`config.mk`:
```
export PLATFORM = sky130hd
export DESIGN_NAME = sequenciador_jogo_flat
export DESIGN_NICKNAME = d
export VERILOG_FILES = /design/src/rtl/jogo_pkg.sv /design/src/rtl/sequenciador_jogo_if.sv /design/src/rtl/sequenciador_jogo.sv /design/src/flat_wrapper.sv
export SDC_FILE = /design/constraint.sdc
export NUM_CORES = 1
export LEC_CHECK = 0
export ABC_AREA = 1
export BUFFER_PORTS_ARGS = -buffer_cell sky130_fd_sc_hd__buf_4
export CAP_MARGIN = 20
export CORE_AREA = 2 2 39 41
export DETAILED_ROUTE_END_ITERATION = 10
export DIE_AREA = 0 0 41 43
export PLACE_DENSITY = 0.65
export SLEW_MARGIN = 20
export SYNTH_ARGS = -nofsm -noshare
export SYNTH_HDL_FRONTEND = slang
export SYNTH_SLANG_ARGS = --single-unit
export TNS_END_PERCENT = 30
```
`constraint.sdc`:
```
create_clock -name clock -period 1.6 [get_ports clock]
set_input_delay 0.32 -clock clock [delete_from_list [all_inputs] [get_ports clock]]
set_output_delay 0.32 -clock clock [all_outputs]
set_load 0.02 [all_outputs]
```
`src/rtl/jogo_pkg.sv`:
```
// Shared state codes for the game sequencer and the hex display decoder,
// plus the bundle of datapath strobes the sequencer decodes from its state.
package jogo_pkg;

    localparam logic [3:0] INICIAL        = 4'h0;
    localparam logic [3:0] PREPARACAO     = 4'h1;
    localparam logic [3:0] INICIO_RODADA  = 4'h2;
    localparam logic [3:0] MOSTRA         = 4'h3;
    localparam logic [3:0] PROXIMA_MOSTRA = 4'h4;
    localparam logic [3:0] INICIA_ESPERA  = 4'h5;
    localparam logic [3:0] ESPERA_JOGADA  = 4'h6;
    localparam logic [3:0] REGISTRA       = 4'h7;
    localparam logic [3:0] COMPARACAO     = 4'h8;
    localparam logic [3:0] PROXIMA_RODADA = 4'h9;
    localparam logic [3:0] FIM_GANHOU     = 4'hA;
    localparam logic [3:0] PROXIMA_JOGADA = 4'hB;
    localparam logic [3:0] FIM_TIMEOUT    = 4'hD;
    localparam logic [3:0] FIM_PERDEU     = 4'hE;

    typedef struct packed {
        logic zera_e;
        logic conta_e;
        logic zera_r;
        logic conta_r;
        logic registra_r;
        logic zera_t;
        logic conta_t;
        logic zera_m;
        logic conta_m;
        logic leds_sel;
        logic pronto;
        logic ganhou;
        logic perdeu;
        logic db_timeout;
    } saida_t;

endpackage

```
`src/rtl/sequenciador_jogo_if.sv`:
```
// Control/status bundle between the game sequencer (master) and its datapath (slave).
interface sequenciador_jogo_if;

    logic       iniciar;
    logic       jogada;
    logic       igual;
    logic       enderecoIgualRodada;
    logic       fimR;
    logic       timeout;
    logic       fimM;

    logic       zeraE;
    logic       contaE;
    logic       zeraR;
    logic       contaR;
    logic       registraR;
    logic       zeraT;
    logic       contaT;
    logic       zeraM;
    logic       contaM;
    logic       leds_sel;
    logic       pronto;
    logic       ganhou;
    logic       perdeu;
    logic       db_timeout;
    logic [3:0] db_estado;

    modport master (
        input  iniciar, jogada, igual, enderecoIgualRodada, fimR, timeout, fimM,
        output zeraE, contaE, zeraR, contaR, registraR, zeraT, contaT, zeraM, contaM,
        output leds_sel, pronto, ganhou, perdeu, db_timeout, db_estado
    );

    modport slave (
        output iniciar, jogada, igual, enderecoIgualRodada, fimR, timeout, fimM,
        input  zeraE, contaE, zeraR, contaR, registraR, zeraT, contaT, zeraM, contaM,
        input  leds_sel, pronto, ganhou, perdeu, db_timeout, db_estado
    );

endinterface

```
`src/rtl/sequenciador_jogo.sv`:
```
// Moore control FSM of the memory game: shows the growing sequence, waits for
// the player's moves, compares them and reports win, loss or timeout.
module sequenciador_jogo
    import jogo_pkg::*;
(
    input  logic          clock,
    input  logic          reset,
    sequenciador_jogo_if.master bus
);

    logic [3:0] estado;
    logic [3:0] proximo;
    saida_t     saida;

    // NOTE: sequential state uses non-blocking assignment; reset is in the sensitivity list so it acts without a clock.
    always_ff @(posedge clock or posedge reset) begin
        if (reset) begin
            estado <= INICIAL;
        end else begin
            estado <= proximo;
        end
    end

    always_comb begin
        // NOTE: default assignment first so no path through the case can infer a latch.
        proximo = INICIAL;
        case (estado)
            INICIAL:        proximo = bus.iniciar ? PREPARACAO : INICIAL;
            PREPARACAO:     proximo = INICIO_RODADA;
            INICIO_RODADA:  proximo = MOSTRA;
            MOSTRA:         proximo = bus.fimM ? PROXIMA_MOSTRA : MOSTRA;
            PROXIMA_MOSTRA: proximo = bus.enderecoIgualRodada ? INICIA_ESPERA : MOSTRA;
            INICIA_ESPERA:  proximo = ESPERA_JOGADA;
            ESPERA_JOGADA: begin
                if (bus.jogada)       proximo = REGISTRA;
                else if (bus.timeout) proximo = FIM_TIMEOUT;
                else                  proximo = ESPERA_JOGADA;
            end
            REGISTRA:       proximo = COMPARACAO;
            COMPARACAO: begin
                if (!bus.igual)                    proximo = FIM_PERDEU;
                else if (!bus.enderecoIgualRodada) proximo = PROXIMA_JOGADA;
                else if (!bus.fimR)                proximo = PROXIMA_RODADA;
                else                               proximo = FIM_GANHOU;
            end
            PROXIMA_JOGADA: proximo = ESPERA_JOGADA;
            PROXIMA_RODADA: proximo = INICIO_RODADA;
            FIM_GANHOU, FIM_TIMEOUT, FIM_PERDEU:
                            proximo = bus.iniciar ? PREPARACAO : estado;
            default:        proximo = INICIAL;
        endcase
    end

    always_comb begin
        saida = '0;
        case (estado)
            PREPARACAO: begin
                saida.zera_e = 1'b1;
                saida.zera_r = 1'b1;
                saida.zera_t = 1'b1;
                saida.zera_m = 1'b1;
            end
            INICIO_RODADA: begin
                saida.zera_e = 1'b1;
                saida.zera_m = 1'b1;
            end
            MOSTRA: begin
                saida.leds_sel = 1'b1;
                saida.conta_m  = 1'b1;
            end
            // contaE stays Moore: the extra increment on the last shown word is cleared by inicia_espera.
            PROXIMA_MOSTRA: begin
                saida.zera_m  = 1'b1;
                saida.conta_e = 1'b1;
            end
            INICIA_ESPERA: begin
                saida.zera_e = 1'b1;
                saida.zera_t = 1'b1;
            end
            ESPERA_JOGADA:  saida.conta_t    = 1'b1;
            REGISTRA:       saida.registra_r = 1'b1;
            PROXIMA_JOGADA: begin
                saida.conta_e = 1'b1;
                saida.zera_t  = 1'b1;
            end
            PROXIMA_RODADA: saida.conta_r = 1'b1;
            FIM_GANHOU: begin
                saida.pronto = 1'b1;
                saida.ganhou = 1'b1;
            end
            FIM_PERDEU: begin
                saida.pronto = 1'b1;
                saida.perdeu = 1'b1;
            end
            FIM_TIMEOUT: begin
                saida.pronto     = 1'b1;
                saida.perdeu     = 1'b1;
                saida.db_timeout = 1'b1;
            end
            default: saida = '0;
        endcase
    end

    assign bus.zeraE      = saida.zera_e;
    assign bus.contaE     = saida.conta_e;
    assign bus.zeraR      = saida.zera_r;
    assign bus.contaR     = saida.conta_r;
    assign bus.registraR  = saida.registra_r;
    assign bus.zeraT      = saida.zera_t;
    assign bus.contaT     = saida.conta_t;
    assign bus.zeraM      = saida.zera_m;
    assign bus.contaM     = saida.conta_m;
    assign bus.leds_sel   = saida.leds_sel;
    assign bus.pronto     = saida.pronto;
    assign bus.ganhou     = saida.ganhou;
    assign bus.perdeu     = saida.perdeu;
    assign bus.db_timeout = saida.db_timeout;
    assign bus.db_estado  = estado;

endmodule

```
`src/flat_wrapper.sv`:
```
// flat-port wrapper written by rule: the top's interface ports become plain ports
module sequenciador_jogo_flat import jogo_pkg::*;
  (clock, reset, bus_iniciar, bus_jogada, bus_igual, bus_enderecoIgualRodada, bus_fimR, bus_timeout, bus_fimM, bus_zeraE, bus_contaE, bus_zeraR, bus_contaR, bus_registraR, bus_zeraT, bus_contaT, bus_zeraM, bus_contaM, bus_leds_sel, bus_pronto, bus_ganhou, bus_perdeu, bus_db_timeout, bus_db_estado);
  sequenciador_jogo_if bus_i ();
  input  logic clock;
  input  logic reset;
  input wire logic [$bits(bus_i.iniciar)-1:0] bus_iniciar;
  input wire logic [$bits(bus_i.jogada)-1:0] bus_jogada;
  input wire logic [$bits(bus_i.igual)-1:0] bus_igual;
  input wire logic [$bits(bus_i.enderecoIgualRodada)-1:0] bus_enderecoIgualRodada;
  input wire logic [$bits(bus_i.fimR)-1:0] bus_fimR;
  input wire logic [$bits(bus_i.timeout)-1:0] bus_timeout;
  input wire logic [$bits(bus_i.fimM)-1:0] bus_fimM;
  output wire logic [$bits(bus_i.zeraE)-1:0] bus_zeraE;
  output wire logic [$bits(bus_i.contaE)-1:0] bus_contaE;
  output wire logic [$bits(bus_i.zeraR)-1:0] bus_zeraR;
  output wire logic [$bits(bus_i.contaR)-1:0] bus_contaR;
  output wire logic [$bits(bus_i.registraR)-1:0] bus_registraR;
  output wire logic [$bits(bus_i.zeraT)-1:0] bus_zeraT;
  output wire logic [$bits(bus_i.contaT)-1:0] bus_contaT;
  output wire logic [$bits(bus_i.zeraM)-1:0] bus_zeraM;
  output wire logic [$bits(bus_i.contaM)-1:0] bus_contaM;
  output wire logic [$bits(bus_i.leds_sel)-1:0] bus_leds_sel;
  output wire logic [$bits(bus_i.pronto)-1:0] bus_pronto;
  output wire logic [$bits(bus_i.ganhou)-1:0] bus_ganhou;
  output wire logic [$bits(bus_i.perdeu)-1:0] bus_perdeu;
  output wire logic [$bits(bus_i.db_timeout)-1:0] bus_db_timeout;
  output wire logic [$bits(bus_i.db_estado)-1:0] bus_db_estado;
  assign bus_i.iniciar = bus_iniciar;
  assign bus_i.jogada = bus_jogada;
  assign bus_i.igual = bus_igual;
  assign bus_i.enderecoIgualRodada = bus_enderecoIgualRodada;
  assign bus_i.fimR = bus_fimR;
  assign bus_i.timeout = bus_timeout;
  assign bus_i.fimM = bus_fimM;
  assign bus_zeraE = bus_i.zeraE;
  assign bus_contaE = bus_i.contaE;
  assign bus_zeraR = bus_i.zeraR;
  assign bus_contaR = bus_i.contaR;
  assign bus_registraR = bus_i.registraR;
  assign bus_zeraT = bus_i.zeraT;
  assign bus_contaT = bus_i.contaT;
  assign bus_zeraM = bus_i.zeraM;
  assign bus_contaM = bus_i.contaM;
  assign bus_leds_sel = bus_i.leds_sel;
  assign bus_pronto = bus_i.pronto;
  assign bus_ganhou = bus_i.ganhou;
  assign bus_perdeu = bus_i.perdeu;
  assign bus_db_timeout = bus_i.db_timeout;
  assign bus_db_estado = bus_i.db_estado;
  sequenciador_jogo u_core (.clock(clock), .reset(reset), .bus(bus_i));
endmodule
```
==> run metrics <==
worst-path fanout max 5; wire per inst 9.70 microns; crit path cell chain inv_2, nor2_4, inv_2, nor2_1, nor2_1, o21ai_1, buf_4; internal power 0.824 mW; Residual DRC 0; FF-to-FF setup slack ~0.06 ns; RSZ-0062 raised after global routing true; Starting Density 0.328; grt ovf 0; clock sinks 4; layout cells sized above 1 0.468; CP delay by family, top flip-flops; synthesis-stage register bit count 4; worst-skew pair later-pin latency about 0.24 ns; Setup TNS 0 ns; final core utilization 0.599; Sw Share 0.530; Final min period 1.59 ns; total CTS buffers 3; Max stage delay on crit path 0.44 ns; antenna violations before repair 0; synth warn 0; I/O Pins 27; outcome completed; Syn Nets between 90 and 100; Pre-antenna DRT Iters 4; Hold WC Path Type input pin to register; total wire length 1380 microns; Via density about 4.5; final hold vios 0; I/O Buffers 26; CTS tree yes; synthesized cell area between 400 and 500 sq um; Comb pwr share 0.777; Max Cap Viol 0; Slew Limit Fails 0; worst clock skew 0.00498 ns; Data required, critical path 1.28 ns; sequential power share 0.150; sequential element share of the synthesized area 0.220; post-route ant nets 0; Slew headroom 0.811; area added between synthesis and finish 82.4%; Final setup viols 0; hold_ws approximately 0.4 ns; Via Count 636; Worst Path Buf+Inv 3; Iteration-0 DRC Markers 15; Rows 14; Crit Path Class register to output port; Net Sw Power 0.929 mW; Clock Power Share 0.072; root buf cell clkbuf_4; GRT Overall Usage 0.183; worst-margin pin slew 0.282 ns; CORE AREA 1380 sq um; max reg flops 4; Die Height about 43 microns; CTS max path bufs 2; critical path arrival 1.27 ns; Peak VDD IR 0.951 mV; critical path startpoint category register; CP Capture Type output port; htree depth 1; GPL Wtd Cong 0.820; Fill cells 139; LEAKAGE 0.498 nW; n_diodes 0; vias in the first global route 558; slowest library cell on the worst path dfrtp_2; Unique masters post-synth 13; nets@finish between 100 and 150; PwrDens 2120 nW/um^2; width of the die 41 microns; fmax 628 MHz; Clock Pin Slew Worst Setup and Hold Paths 0.04 ns; DP HPWL 1050 microns; largest net degree at the start of global routing 8; die footprint 1760 sq um; mean post-synth cell area 5.28 sq um; Tcrit/Tclk final 0.995; first-pass GRT wire length approximately 2200 microns; Syn Inst Count 86
-- layout by cell type, fill, tap and decap left out, drive strengths merged --
master | netlist | layout
a21oi | 1 | 1
o21ai | 6 | 6
dfrtp | 4 | 4
nand2 | 26 | 26
nor2 | 20 | 20
nand3b | 1 | 1
inv | 18 | 18
o211ai | 2 | 2
buf | 1 | 37
a21boi | 1 | 1
dlygate4sd3 | 0 | 1
clkbuf | 0 | 3
nand3 | 6 | 6
-- power groups by stage --
stage                     Combinational [mW]  Sequential, mW  Clock, mW
final                                   1.36           0.264      0.127
after global routing                    1.49           0.272      0.141
after CTS                               1.28           0.255      0.128
after detailed placement                1.16           0.237          0
after global placement                  1.16           0.231          0
after floorplan                        0.679           0.280          0
-- per-layer routing --
metal / part of all wire / GRT usage
met5: 0 / 0
met2: 0.50 / 0.269
met3: 0.046 / 0.0314
met1: 0.44 / 0.262
met4: 0.014 / 0.0600
-- cells by family (layout without fill, tap and decap cells) --
kind of cell | Yosys count | after routing | share of synthesized area
compound gates | 10 | 10 | 0.127
buf+inv | 19 | 59 | 0.165
flops | 4 | 4 | 0.220
simple gates | 53 | 53 | 0.488
-- worst paths after layout --
check | start | to | depth (start not counted)
max | u_core.bus.db_estado[2] | bus_zeraT | 7
min | bus_jogada | u_core.bus.db_estado[3] | 4
max reg2reg | u_core.bus.db_estado[2] | u_core.bus.db_estado[2] | 12
min reg2reg | u_core.bus.db_estado[1] | u_core.bus.db_estado[1] | 2
max in group asynchronous | reset | u_core.bus.db_estado[3] | 3
min in group asynchronous | reset | u_core.bus.db_estado[1] | 3
-- layout make-up --
cell class                 count  area [sq um]  share of cell area
multi-input combinational     63           319               0.385
timing repair buffer          38           295               0.356
sequential                     4           104               0.125
inverter                      18          67.6              0.0816
clock buffer                   3          22.5              0.0272
tap                           16          20.0              0.0242
-- worst reg2reg max path: stages (launching register included) --
cell and delay, ns:
dfrtp_2 0.44, inv_2 0.09, nor2_4 0.04, inv_2 0.07, nor2_1 0.04, nor2_1 0.11, buf_4 0.12, buf_4 0.09
buf_4 0.09, buf_4 0.10, o21ai_0 0.07, nor2_1 0.11, nand2_1 0.06
-- stage by stage --
step,setup slack [ns],area [sq um],power [mW],std cells
3_5_place_dp,0.102,679,1.39,129
6_report,0.00772,828,1.75,142
4_1_cts,-0.00242,783,1.66,140
2_1_floorplan,-0.0196,457,0.959,86
3_3_place_gp,0.170,679,1.40,129
5_1_grt,-0.0526,828,1.90,142
-- cells in the mapped netlist (all sizes together) --
master	number	share of area
a21oi	1	0.011
o21ai	6	0.066
dfrtp	4	0.22
nand2	26	0.23
inv	18	0.15
a21boi	1	0.017
nand3b	1	0.025
o211ai	2	0.033
buf	1	0.017
nand3	6	0.066
nor2	20	0.17
-- timing repair --
action / CTS / global route
hold buffers: 1 / 0
pin swaps: 2 / 4
hold endpoints to repair: 4 / 0
endpoints found under the setup margin: 8 / 14
gates cloned: 0 / 0
setup buffers: 7 / 2
resized for setup: 10 / 11
Power figures use the tool's default switching activity.
